File: src/rtl/bf16_addsub_sched.sv
// Round-robin scheduler sharing one bf16 add/sub unit between two requesters.
// Operands and results pass through bit-exact, and the unit is guarded by a done-timeout.
module bf16_addsub_sched #(
  parameter int unsigned TIMEOUT = 15
) (
  input  logic        clk_i,
  input  logic        rst_i,
  input  logic        req0_valid_i,
  output logic        req0_ready_o,
  input  logic [15:0] req0_a_i,
  input  logic [15:0] req0_b_i,
  input  logic        req0_op_i,
  input  logic        req1_valid_i,
  output logic        req1_ready_o,
  input  logic [15:0] req1_a_i,
  input  logic [15:0] req1_b_i,
  input  logic        req1_op_i,
  output logic        rsp_valid_o,
  input  logic        rsp_ready_i,
  output logic        rsp_id_o,
  output logic [15:0] rsp_data_o,
  output logic        rsp_err_o,
  output logic        fpu_start_o,
  output logic [15:0] fpu_a_o,
  output logic [15:0] fpu_b_o,
  output logic        fpu_inst_o,
  input  logic        fpu_done_i,
  input  logic [15:0] fpu_result_i,
  output logic        busy_o
);

  localparam int unsigned CntW = $clog2(TIMEOUT + 1);
  localparam logic [CntW-1:0] CntLast = CntW'(TIMEOUT - 1);
  localparam logic [15:0] ErrNan = 16'h7FC0;

  localparam logic [1:0] StIdle  = 2'd0;
  localparam logic [1:0] StIssue = 2'd1;
  localparam logic [1:0] StWait  = 2'd2;
  localparam logic [1:0] StResp  = 2'd3;

  logic [1:0]      state_q, state_d;
  logic            last_q, last_d;
  logic            id_q, id_d;
  logic            op_q, op_d;
  logic [15:0]     a_q, a_d, b_q, b_d;
  logic [CntW-1:0] cnt_q, cnt_d;
  logic [15:0]     rdata_q, rdata_d;
  logic            rerr_q, rerr_d;

  logic gnt_vld, gnt_id;
  logic in_idle, drive_fpu, in_resp;

  assign in_idle   = (state_q == StIdle);
  assign in_resp   = (state_q == StResp);
  assign drive_fpu = (state_q == StIssue) || (state_q == StWait);

  // On a tie the requester that did not win last time is granted.
  always_comb begin
    gnt_vld = req0_valid_i | req1_valid_i;
    if (req0_valid_i && req1_valid_i) begin
      gnt_id = ~last_q;
    end else begin
      gnt_id = req1_valid_i;
    end
  end

  assign req0_ready_o = in_idle && gnt_vld && !gnt_id;
  assign req1_ready_o = in_idle && gnt_vld && gnt_id;

  always_comb begin
    state_d = state_q;
    last_d  = last_q;
    id_d    = id_q;
    op_d    = op_q;
    a_d     = a_q;
    b_d     = b_q;
    cnt_d   = cnt_q;
    rdata_d = rdata_q;
    rerr_d  = rerr_q;
    case (state_q)
      StIdle: begin
        if (gnt_vld) begin
          id_d    = gnt_id;
          last_d  = gnt_id;
          a_d     = gnt_id ? req1_a_i : req0_a_i;
          b_d     = gnt_id ? req1_b_i : req0_b_i;
          op_d    = gnt_id ? req1_op_i : req0_op_i;
          state_d = StIssue;
        end
      end
      StIssue: begin
        cnt_d   = '0;
        state_d = StWait;
      end
      StWait: begin
        cnt_d = cnt_q + CntW'(1);
        // A done arriving in the last WAIT cycle beats the timeout.
        if (fpu_done_i) begin
          rdata_d = fpu_result_i;
          rerr_d  = 1'b0;
          state_d = StResp;
        end else if (cnt_q == CntLast) begin
          rdata_d = ErrNan;
          rerr_d  = 1'b1;
          state_d = StResp;
        end
      end
      StResp: begin
        if (rsp_ready_i) begin
          state_d = StIdle;
        end
      end
      default: state_d = StIdle;
    endcase
  end

  always_ff @(posedge clk_i or posedge rst_i) begin
    if (rst_i) begin
      state_q <= StIdle;
      last_q  <= 1'b1;
      id_q    <= 1'b0;
      op_q    <= 1'b0;
      a_q     <= '0;
      b_q     <= '0;
      cnt_q   <= '0;
      rdata_q <= '0;
      rerr_q  <= 1'b0;
    end else begin
      state_q <= state_d;
      last_q  <= last_d;
      id_q    <= id_d;
      op_q    <= op_d;
      a_q     <= a_d;
      b_q     <= b_d;
      cnt_q   <= cnt_d;
      rdata_q <= rdata_d;
      rerr_q  <= rerr_d;
    end
  end

  assign fpu_start_o = (state_q == StIssue);
  assign fpu_a_o     = drive_fpu ? a_q : '0;
  assign fpu_b_o     = drive_fpu ? b_q : '0;
  assign fpu_inst_o  = drive_fpu && op_q;

  assign rsp_valid_o = in_resp;
  assign rsp_id_o    = in_resp && id_q;
  assign rsp_data_o  = in_resp ? rdata_q : '0;
  assign rsp_err_o   = in_resp && rerr_q;

  assign busy_o = !in_idle;

endmodule
File: config.mk
export PLATFORM = sky130hd
export DESIGN_NAME = bf16_addsub_sched
export DESIGN_NICKNAME = d
export VERILOG_FILES = /design/src/rtl/bf16_addsub_sched.sv
export SDC_FILE = /design/constraint.sdc
export NUM_CORES = 1
export LEC_CHECK = 0
export ABC_AREA = 1
export CORE_UTILIZATION = 40
export DETAILED_ROUTE_END_ITERATION = 16
export PLACE_DENSITY = 0.79
export SETUP_SLACK_MARGIN = 0.05
export SYNTH_ARGS = -nofsm -noshare
export SYNTH_HDL_FRONTEND = slang
export SYNTH_SLANG_ARGS = --single-unit
File: constraint.sdc
create_clock -name clk_i -period 3.77 [get_ports clk_i]
set_clock_uncertainty 0.1 [all_clocks]
set_input_delay 1.131 -clock clk_i [delete_from_list [all_inputs] [get_ports clk_i]]
set_output_delay 1.131 -clock clk_i [all_outputs]
set_load 0.01 [all_outputs]
Word level (Yosys, flattened, before mapping)
Cells that the tools add are included.
- add/subtract/negate cells: 1
- equality and inequality tests: 7
- multiplexer cells: 17
- bitwise logic cells: 2
- reductions and logical operators: 16
- operators by type and width (kind ; number):
    $mux 16 ; 7
    $mux 2 ; 4
    $pmux 2 s4 ; 1
    $pmux 4 s2 ; 1
    $logic_and 1x1->1 ; 7
    $add 4x1->4 const B ; 1
    $eq 2x2->1 const B ; 2
    $eq 4x4->1 const B ; 1
    $mux 1 ; 4
    $ne 2x2->1 const B ; 2
    $reduce_and 2->1 ; 2
    $reduce_bool 2->1 ; 2
    $ne 3x2->1 const B ; 1
    $reduce_and 3->1 ; 1
    $eq 2x1->1 const B ; 1
    $logic_not 1->1 ; 2
    $logic_not 2->1 ; 1
    $logic_or 1x1->1 ; 1
    $not 1->1 ; 1
    $or 1x1->1 ; 1
- bits in registers: 58
- output and inout port bits: 56

Logic depth before layout (Yosys ltp)
Gate-level depths: netlist of run 1.
- word-level depth: 4
- mapped depth: 8

Worst setup path before layout of run 1
No wires, ideal clock.
- path kind: input port to output port
- start: input port req1_valid_i
- end: output port req0_ready_o
- data arrival time: 1.677 ns
- setup slack: 0.862 ns
- stages on the path: 3
- path buffers: 1
- cell sequence: o21ai_2 -> buf_2 -> a21oi_1
- cells in the longest elaborated chain, start to end: 4
- ends and longest elaborated chain (item ; RTL line ; RTL):
    start, declared ; 13 ; input logic req1_valid_i,
    $logic_and 1x1->1 ; 60 ; if (req0_valid_i && req1_valid_i) begin
    $mux 1 ; 60 ;
    $logic_not 1->1 ; 67 ; assign req0_ready_o = in_idle && gnt_vld && !gnt_id;
    $logic_and 1x1->1 * ; 67 ;
    end, declared ; 9 ; output logic req0_ready_o,
Mark *: on every way between the ends. The rest lies on a longest branch, timed or not.

Worst setup path after layout of run 1
- start: input port req0_valid_i
- end: output port req0_ready_o
- cells in the longest elaborated chain, start to end: 4
- ends and longest elaborated chain (item ; RTL line ; RTL):
    start, declared ; 8 ; input logic req0_valid_i,
    $logic_and 1x1->1 ; 60 ;
    $mux 1 ; 60 ;
    $logic_not 1->1 ; 67 ;
    $logic_and 1x1->1 * ; 67 ;
Marked as above.

==> summary.md, run 1 <==
| Metric | Value |
|---|---|
| Clock sinks | 58 |
| CTS Buffer Depth | 2 |
| Cell variety after synth | 23 |
| Clock-pin slew on the worst setup and hold paths | 60 ps |
| Vias per std cell | 4.67 |
| Fin area | 4830 sq um |
| Maximum VDD drop | 414 uV |
| Layout cells sized above 1 | 5.61% |
| DP HPWL | 5.98 mm |
| Commonest cells after routing, fill and taps aside | nand2_1 (158), clkdlybuf4s50_1 (141), nand3_1 (69) |
| First-pass detailed-route iteration total | 4 |
| Clock root cell | clkbuf_8 |
| Routability cong. | 0.798 |
| LEAKAGE | 0.00254 uW |
| Startpoint types | input pin |
| Reg2reg path depth | 7 |
| Design Power | 3910 uW |
| Total grt overflow | 0 |
| FF-to-FF setup slack | 1820 ps |
| Reg2Reg Launch Point | state_q[0]$_DFFE_PP0P_ |
| Die area | 8000 sq um |
| Crit Path Class | in2out |
| Number of remaining DRC errors | 0 |
| Power Dens Cells | 810 nW/um^2 |
| Hold endpoint | rdata_q[15]$_DFFE_PP0P_ |
| Via count | 3124 |
| NumNets Final | 660 |
| Die height | 89.4 microns |
| Final hold violations | 0 |
| Status | complete, no violations |
| Mapped Avg Cell Area | 7.23 sq um |
| Ports | 144 |
| Final Max Tran Viols | 0 |
| Hold Path Depth | 2 |
| CP Data Arrival Time | 2440 ps |
| Hold/Removal Path Class | reg2reg |
| Max Cap Viol | 0 |
| Starting density of the core | 41.7% |
| Multi-input gate area | 1260 sq um |
| Number of DRC markers in iteration 0 | 164 |
| Cell area after synthesis | 3060 sq um |
| CP Capture Type | primary output |
| H-tree levels | 3 |
| Register area share after synthesis | 47.5% |
| Total GRT Usage | 22.3% |
| FF-to-FF End | rdata_q[3]$_DFFE_PP0P_ |
| WL/cell | 12.5 microns |
| I/O Buffers | 143 |
| Hold_sp | rdata_q[15]$_DFFE_PP0P_ |
| Area post-placement | 4570 sq um |
| Rel. slew slack | 57.0% |
| Setup total negative slack | 0 ps |
| Inserted Clock Buffers | 9 |
| Fillers | 601 |
| Non-Filler Instances | 669 |
| Tmin final | 3670 ps |
| RSZ-0062 raised after global routing | false |
| Reg area | 1450 sq um |
| Vias in the first global route | 3007 |
| Largest net degree at the start of global routing | 36 |
| Fmax | 273 MHz |
| Required @ worst endpoint | 2540 ps |
| FF+latch count, synth | 58 |
| Placed Cells incl. Taps | 653 |
| Initial antenna violation count | 0 |
| CTS tree | done |
| Leading cell type in the layout, fill and taps excluded | nand2_1 |
| Cells after synthesis | 423 |
| Syn Nets | 518 |
| Antenna cells | 0 |
| YS warnings | 0 |
| Period utilization | 97.3% |
| Cts hold-fix bufs | 0 |
| First-pass GRT wire length | 13.5 mm |
| Worst-margin pin slew | 645 ps |
| Worst-path maximum fanout | 3 |
| DRT Wirelength | 8.34 mm |
| Core region area | 7330 sq um |
| # setup viols final | 0 |
| Final ANT Viol Nets | 0 |
| Clock Latency Late Sink | 350 ps |
| Row cnt | 31 |
| Die Wd | 89.4 microns |
| Synth-to-layout area growth | 57.8% |
[logic make-up (layout without fill, tap and decap cells)]
| group | count (synthesis) | after routing | synth area share (%) |
|---|---|---|---|
| adders and majority gates | 7 | 7 | 2.86 |
| DFF | 58 | 58 | 47.5 |
| and+or+nand+nor | 270 | 270 | 36.8 |
| buffers and inverters | 82 | 229 | 11.3 |
| AOI/OAI and AO/OA | 6 | 6 | 1.55 |
[report_power, final]
part / internal, uW / switching, uW
Clock: 473 / 251
Combinational: 1010 / 1080
Sequential: 920 / 170
Total: 2400 / 1500
[worst max path at each step]
stage	from	endpoint	slack, ps	cells after the start
CTS	req1_valid_i	req0_ready_o	90	4
floorplan	req1_valid_i	req0_ready_o	860	3
global route	req0_valid_i	req0_ready_o	50	4
finish	req0_valid_i	req0_ready_o	100	4
detailed placement	req1_valid_i	req1_ready_o	50	4
global placement	req1_valid_i	req1_ready_o	70	4
[metal layers]
metal / GRT usage [%] / up-vias / wire length (microns)
met5: 0 / - / 0
met4: 9.96 / 0 / 136
met3: 5.17 / 11 / 637
met2: 38.4 / 127 / 3960
met1: 26.7 / 1417 / 3610
li1: - / 1569 / -
[critical path: stages]
cell             delay (ps)
clkdlybuf4s50_1         520
nand2_1                 100
a21oi_1                 150
clkdlybuf4s50_1         540
[state kept, by name, summed over array words and instances (netlist names)]
name	cells
cnt_q	4
last_q	1
a_q	16
id_q	1
rdata_q	16
op_q	1
rerr_q	1
b_q	16
state_q	2
[cells in the mapped netlist]
library cell    n  area [sq um]
a21oi_4         1          16.3
buf_1           1          3.75
nor3b_1         1          7.51
buf_2          11          55.1
dfrtp_1        57          1430
a21boi_0        1          7.51
a21oi_1         2          10.0
clkbuf_1        1          3.75
nand3_1        69           345
inv_2           1          3.75
nor2_1         35           131
dfstp_2         1          26.3
or2_2           1          6.26
inv_1          62           233
nand2_1       158           593
o21ai_2         1          8.76
nand4_1         3          18.8
and3_1          1          6.26
nor2_4          1          11.3
nand2_2         1          6.26
o21ai_0         1          5.00
ha_1            7          87.6
buf_4           6          45.0
[stage by stage]
stage,worst slack (ps),util [%],hold WS (ps)
finish,101,65.8,376
global route,52.2,65.8,392
CTS,89.8,65.8,377
detailed placement,46.5,62.3,359
global placement,69.8,62.3,356
floorplan,862,-,342
[final cells by class]
class,count,share of cell area (%)
sequential,58,30.1
clock inverter,5,2.07
tap,99,2.57
multi-input combinational,283,26.2
timing repair buffer,150,31.0
inverter,63,4.90
clock buffer,11,3.14
[what timing repair did]
item,CTS,global route
setup buffers,0,0
endpoints found under the setup margin,1,9
gates resized for setup,1,2
Note: power is estimated with default switching activity, not from simulation.
==> run 2, diff against run 1 <==
--- a/config.mk
+++ b/config.mk
@@ -5,10 +5,10 @@
 export SDC_FILE = /design/constraint.sdc
 export NUM_CORES = 1
 export LEC_CHECK = 0
-export ABC_AREA = 1
+export ABC_AREA = 0
 export CORE_UTILIZATION = 40
 export DETAILED_ROUTE_END_ITERATION = 16
-export PLACE_DENSITY = 0.79
+export PLACE_DENSITY = 0.8
 export SETUP_SLACK_MARGIN = 0.05
 export SYNTH_ARGS = -nofsm -noshare
 export SYNTH_HDL_FRONTEND = slang
==> constraint.sdc (replaced) <==
create_clock -name clk_i -period 4.15 [get_ports clk_i]
set_clock_uncertainty 0.1 [all_clocks]
set_input_delay 1.245 -clock clk_i [delete_from_list [all_inputs] [get_ports clk_i]]
set_output_delay 1.245 -clock clk_i [all_outputs]
set_load 0.01 [all_outputs]
==> summary.md, run 2 <==
| Metric | Value |
|---|---|
| I/O Buffers | 143 (unchanged) |
| Final ANT Viol Nets | 0 (unchanged) |
| Layout cells sized above 1 | 6.68% (+1.1 points) |
| First-pass detailed-route iteration total | 4 (unchanged) |
| Number of remaining DRC errors | 0 (unchanged) |
| Via count | 2573 (-18%) |
| Setup total negative slack | 0 ps (unchanged) |
| Commonest cells after routing, fill and taps aside | clkdlybuf4s50_1 (143), dfrtp_1 (57), and2_1 (53) |
| Dpl ws | 184 ps (+137 ps) |
| Highest Signal Layer | met4 |
| Synth cell count leaders | dfrtp_1 (57), and2_1 (53), a221o_1 (33) |
| LEAKAGE | 0.00192 uW (-24%) |
| Final hold violations | 0 (unchanged) |
| Sw Ratio | 35.3% (-3.2 points) |
| Synth-to-layout area growth | 55.6% |
| Gate power share | 56.2% (+2.6 points) |
| Fin worst setup slack | 176 ps (+75.4 ps) |
| Power Internal | 2070 uW (-14%) |
| Worst-margin pin slew | 816 ps (+171 ps) |
| # setup viols final | 0 (unchanged) |
| Max Cap Viol | 0 (unchanged) |
| Cell area after synthesis | 2940 sq um (-3.8%) |
| CTS tree | done |
| Cell variety after synth | 29 (+26%) |
| Largest net degree at the start of global routing | 36 (unchanged) |
| Antenna cells | 0 (unchanged) |
| CP Data Arrival Time | 2630 ps (+190 ps) |
| Routability cong. | 0.699 (-12%) |
| Row cnt | 30 (-3.2%) |
| Hold/Removal Path Class | reg2reg |
| Leading cell type in the layout, fill and taps excluded | clkdlybuf4s50_1 |
| Final Max Tran Viols | 0 (unchanged) |
| Vias per std cell | 5.15 (+10%) |
| Resized cells post-CTS | 0 (-1) |
| Total grt overflow | 0 (unchanged) |
| WL met3 | 608 microns (-4.6%) |
| Rel. slew slack | 45.4% (-12 points) |
| Status | complete, no violations |
| Fin area | 4580 sq um (-5.2%) |
| Required @ worst endpoint | 2800 ps (+260 ps) |
| Library cell with the highest instance count after synthesis | dfrtp_1 |
| Core region area | 6940 sq um (-5.3%) |
| Total GRT Usage | 20.9% (-1.4 points) |
| Maximum VDD drop | 320 uV (-23%) |
| Die height | 87.8 microns (-1.9%) |
| Post-synthesis async set-or-reset flop share | 100% (unchanged) |
| RSZ-0062 raised after global routing | false |
| H-tree levels | 3 (unchanged) |
| Share of the synthesized area in the top cell type | 48.5% (+1.8 points) |
| Area post-placement | 4410 sq um (-3.6%) |
| First-pass GRT wire length | 12.2 mm (-10%) |
| Power Dens Cells | 699 nW/um^2 (-14%) |
| CTS Buffer Depth | 2 (unchanged) |
| Initial antenna violation count | 0 (unchanged) |
| Tmin final | 3970 ps |
| Switching pwr | 1130 uW (-25%) |
| Clock root cell | clkbuf_8 |
| Clock sinks | 58 (unchanged) |
| Largest regs | a_q: 16 flops, b_q: 16 flops, rdata_q: 16 flops |
| Startpoint types | input pin |
| Die Wd | 87.8 microns (-1.9%) |
| Clock power frac | 14.1% (-4.4 points) |
| Postcts setup bufs | 0 (unchanged) |
| Ports | 144 (unchanged) |
| Post-synth EDFFs | 0 (unchanged) |
| Clock-pin slew on the worst setup and hold paths | 60 ps (about the same) |
| Area contributors post-synth | dfrtp_1 (48%), and2_1 (11%), a221o_1 (11%) |
| DP HPWL | 5.56 mm (-7.0%) |
| Die area | 7700 sq um (-3.7%) |
| Register area share after synthesis | 49.4% (+1.9 points) |
| Reg power frac | 29.7% (+1.8 points) |
| Number of DRC markers in iteration 0 | 85 (-48%) |
| Met2 routed WL | 3.70 mm (-6.5%) |
| WL/cell | 15.7 microns (+26%) |
| Ys flop type | dfrtp_1 |
| NumNets Final | 495 (-25%) |
| Fmax | 252 MHz |
| Cell accounting for the most synthesized area | dfrtp_1 |
| DRT Wirelength | 7.87 mm (-5.7%) |
| Cells after synthesis | 257 (-39%) |
| Inserted Clock Buffers | 9 (unchanged) |
| FF+latch count, synth | 58 (unchanged) |
| CP Capture Type | primary output |
| Clock Latency Late Sink | 330 ps (-20 ps) |
| Starting density of the core | 42.4% (+0.65 points) |
| Syn Nets | 352 (-32%) |
| DRT met1 WL | 3.39 mm (-6.2%) |
| Worst-path maximum fanout | 3 (unchanged) |
| Fillers | 548 (-8.8%) |
| Period utilization | 95.8% |
| Mapped Avg Cell Area | 11.4 sq um (+58%) |
| YS warnings | 0 (unchanged) |
| Crit Path Class | in2out |
| Vias in the first global route | 2599 (-14%) |
| Cts hold-fix bufs | 0 (unchanged) |
-- run 2: path summary, 6_finish.rpt --
path | from | slack [ps] | cells past startpoint | to
max in group asynchronous | rst_i | 1920 | 3 | a_q[12]$_DFFE_PP0P_
setup / recovery | req1_valid_i | 180 | 4 | req1_ready_o
min in group asynchronous | rst_i | 1220 | 2 | a_q[5]$_DFFE_PP0P_
hold / removal | rdata_q[14]$_DFFE_PP0P_ | 380 | 1 | rdata_q[14]$_DFFE_PP0P_
hold reg to reg | rdata_q[14]$_DFFE_PP0P_ | 380 | 1 | rdata_q[14]$_DFFE_PP0P_
setup reg to reg | state_q[0]$_DFFE_PP0P_ | 2170 | 6 | a_q[9]$_DFFE_PP0P_
-- run 2: critical path, cell delays in order --
cell and delay (ps):
clkdlybuf4s50_1 580, nand2_2 90, a21oi_4 130, clkdlybuf4s50_1 580
-- run 2: final cells by class --
cell class              instances  area [sq um]  area share, %
multi-input cells             175          1330           29.1
clock inverters                 3          15.0          0.328
inverters                       7          26.3          0.574
well taps                      96           120           2.63
flip-flops and latches         58          1450           31.7
repair buffers                149          1480           32.3
clock buffers                  12           155           3.39
-- run 2: cell families after synthesis --
group | share of synthesized area, %
buf+inv | 5.40
fa+ha+maj | 2.98
flops | 49.4
mux | 0.681
compound gates | 20.8
simple gates | 20.8
-- run 2: metal layers --
layer,vias up,global-route usage (%)
li1,1199,-
met1,1246,24.7
met2,113,35.7
met3,15,5.94
met4,0,8.79
met5,-,0
-- run 2: power by group through the flow --
stage / clock [uW] / combinational, uW / sequential (uW)
detailed placement: 0 / 1810 / 957
CTS: 464 / 1820 / 952
global route: 484 / 1960 / 981
finish: 452 / 1800 / 951
global placement: 0 / 1780 / 946
floorplan: 0 / 1040 / 919
-- run 2: per-stage QoR --
step	utilization [%]	hold WS [ps]	power (uW)	std cells
global placement	63.4	356	2730	485
finish	65.9	383	3200	500
detailed placement	63.4	370	2770	485
global route	65.9	390	3420	500
CTS	65.9	383	3240	500
floorplan	-	341	1960	257
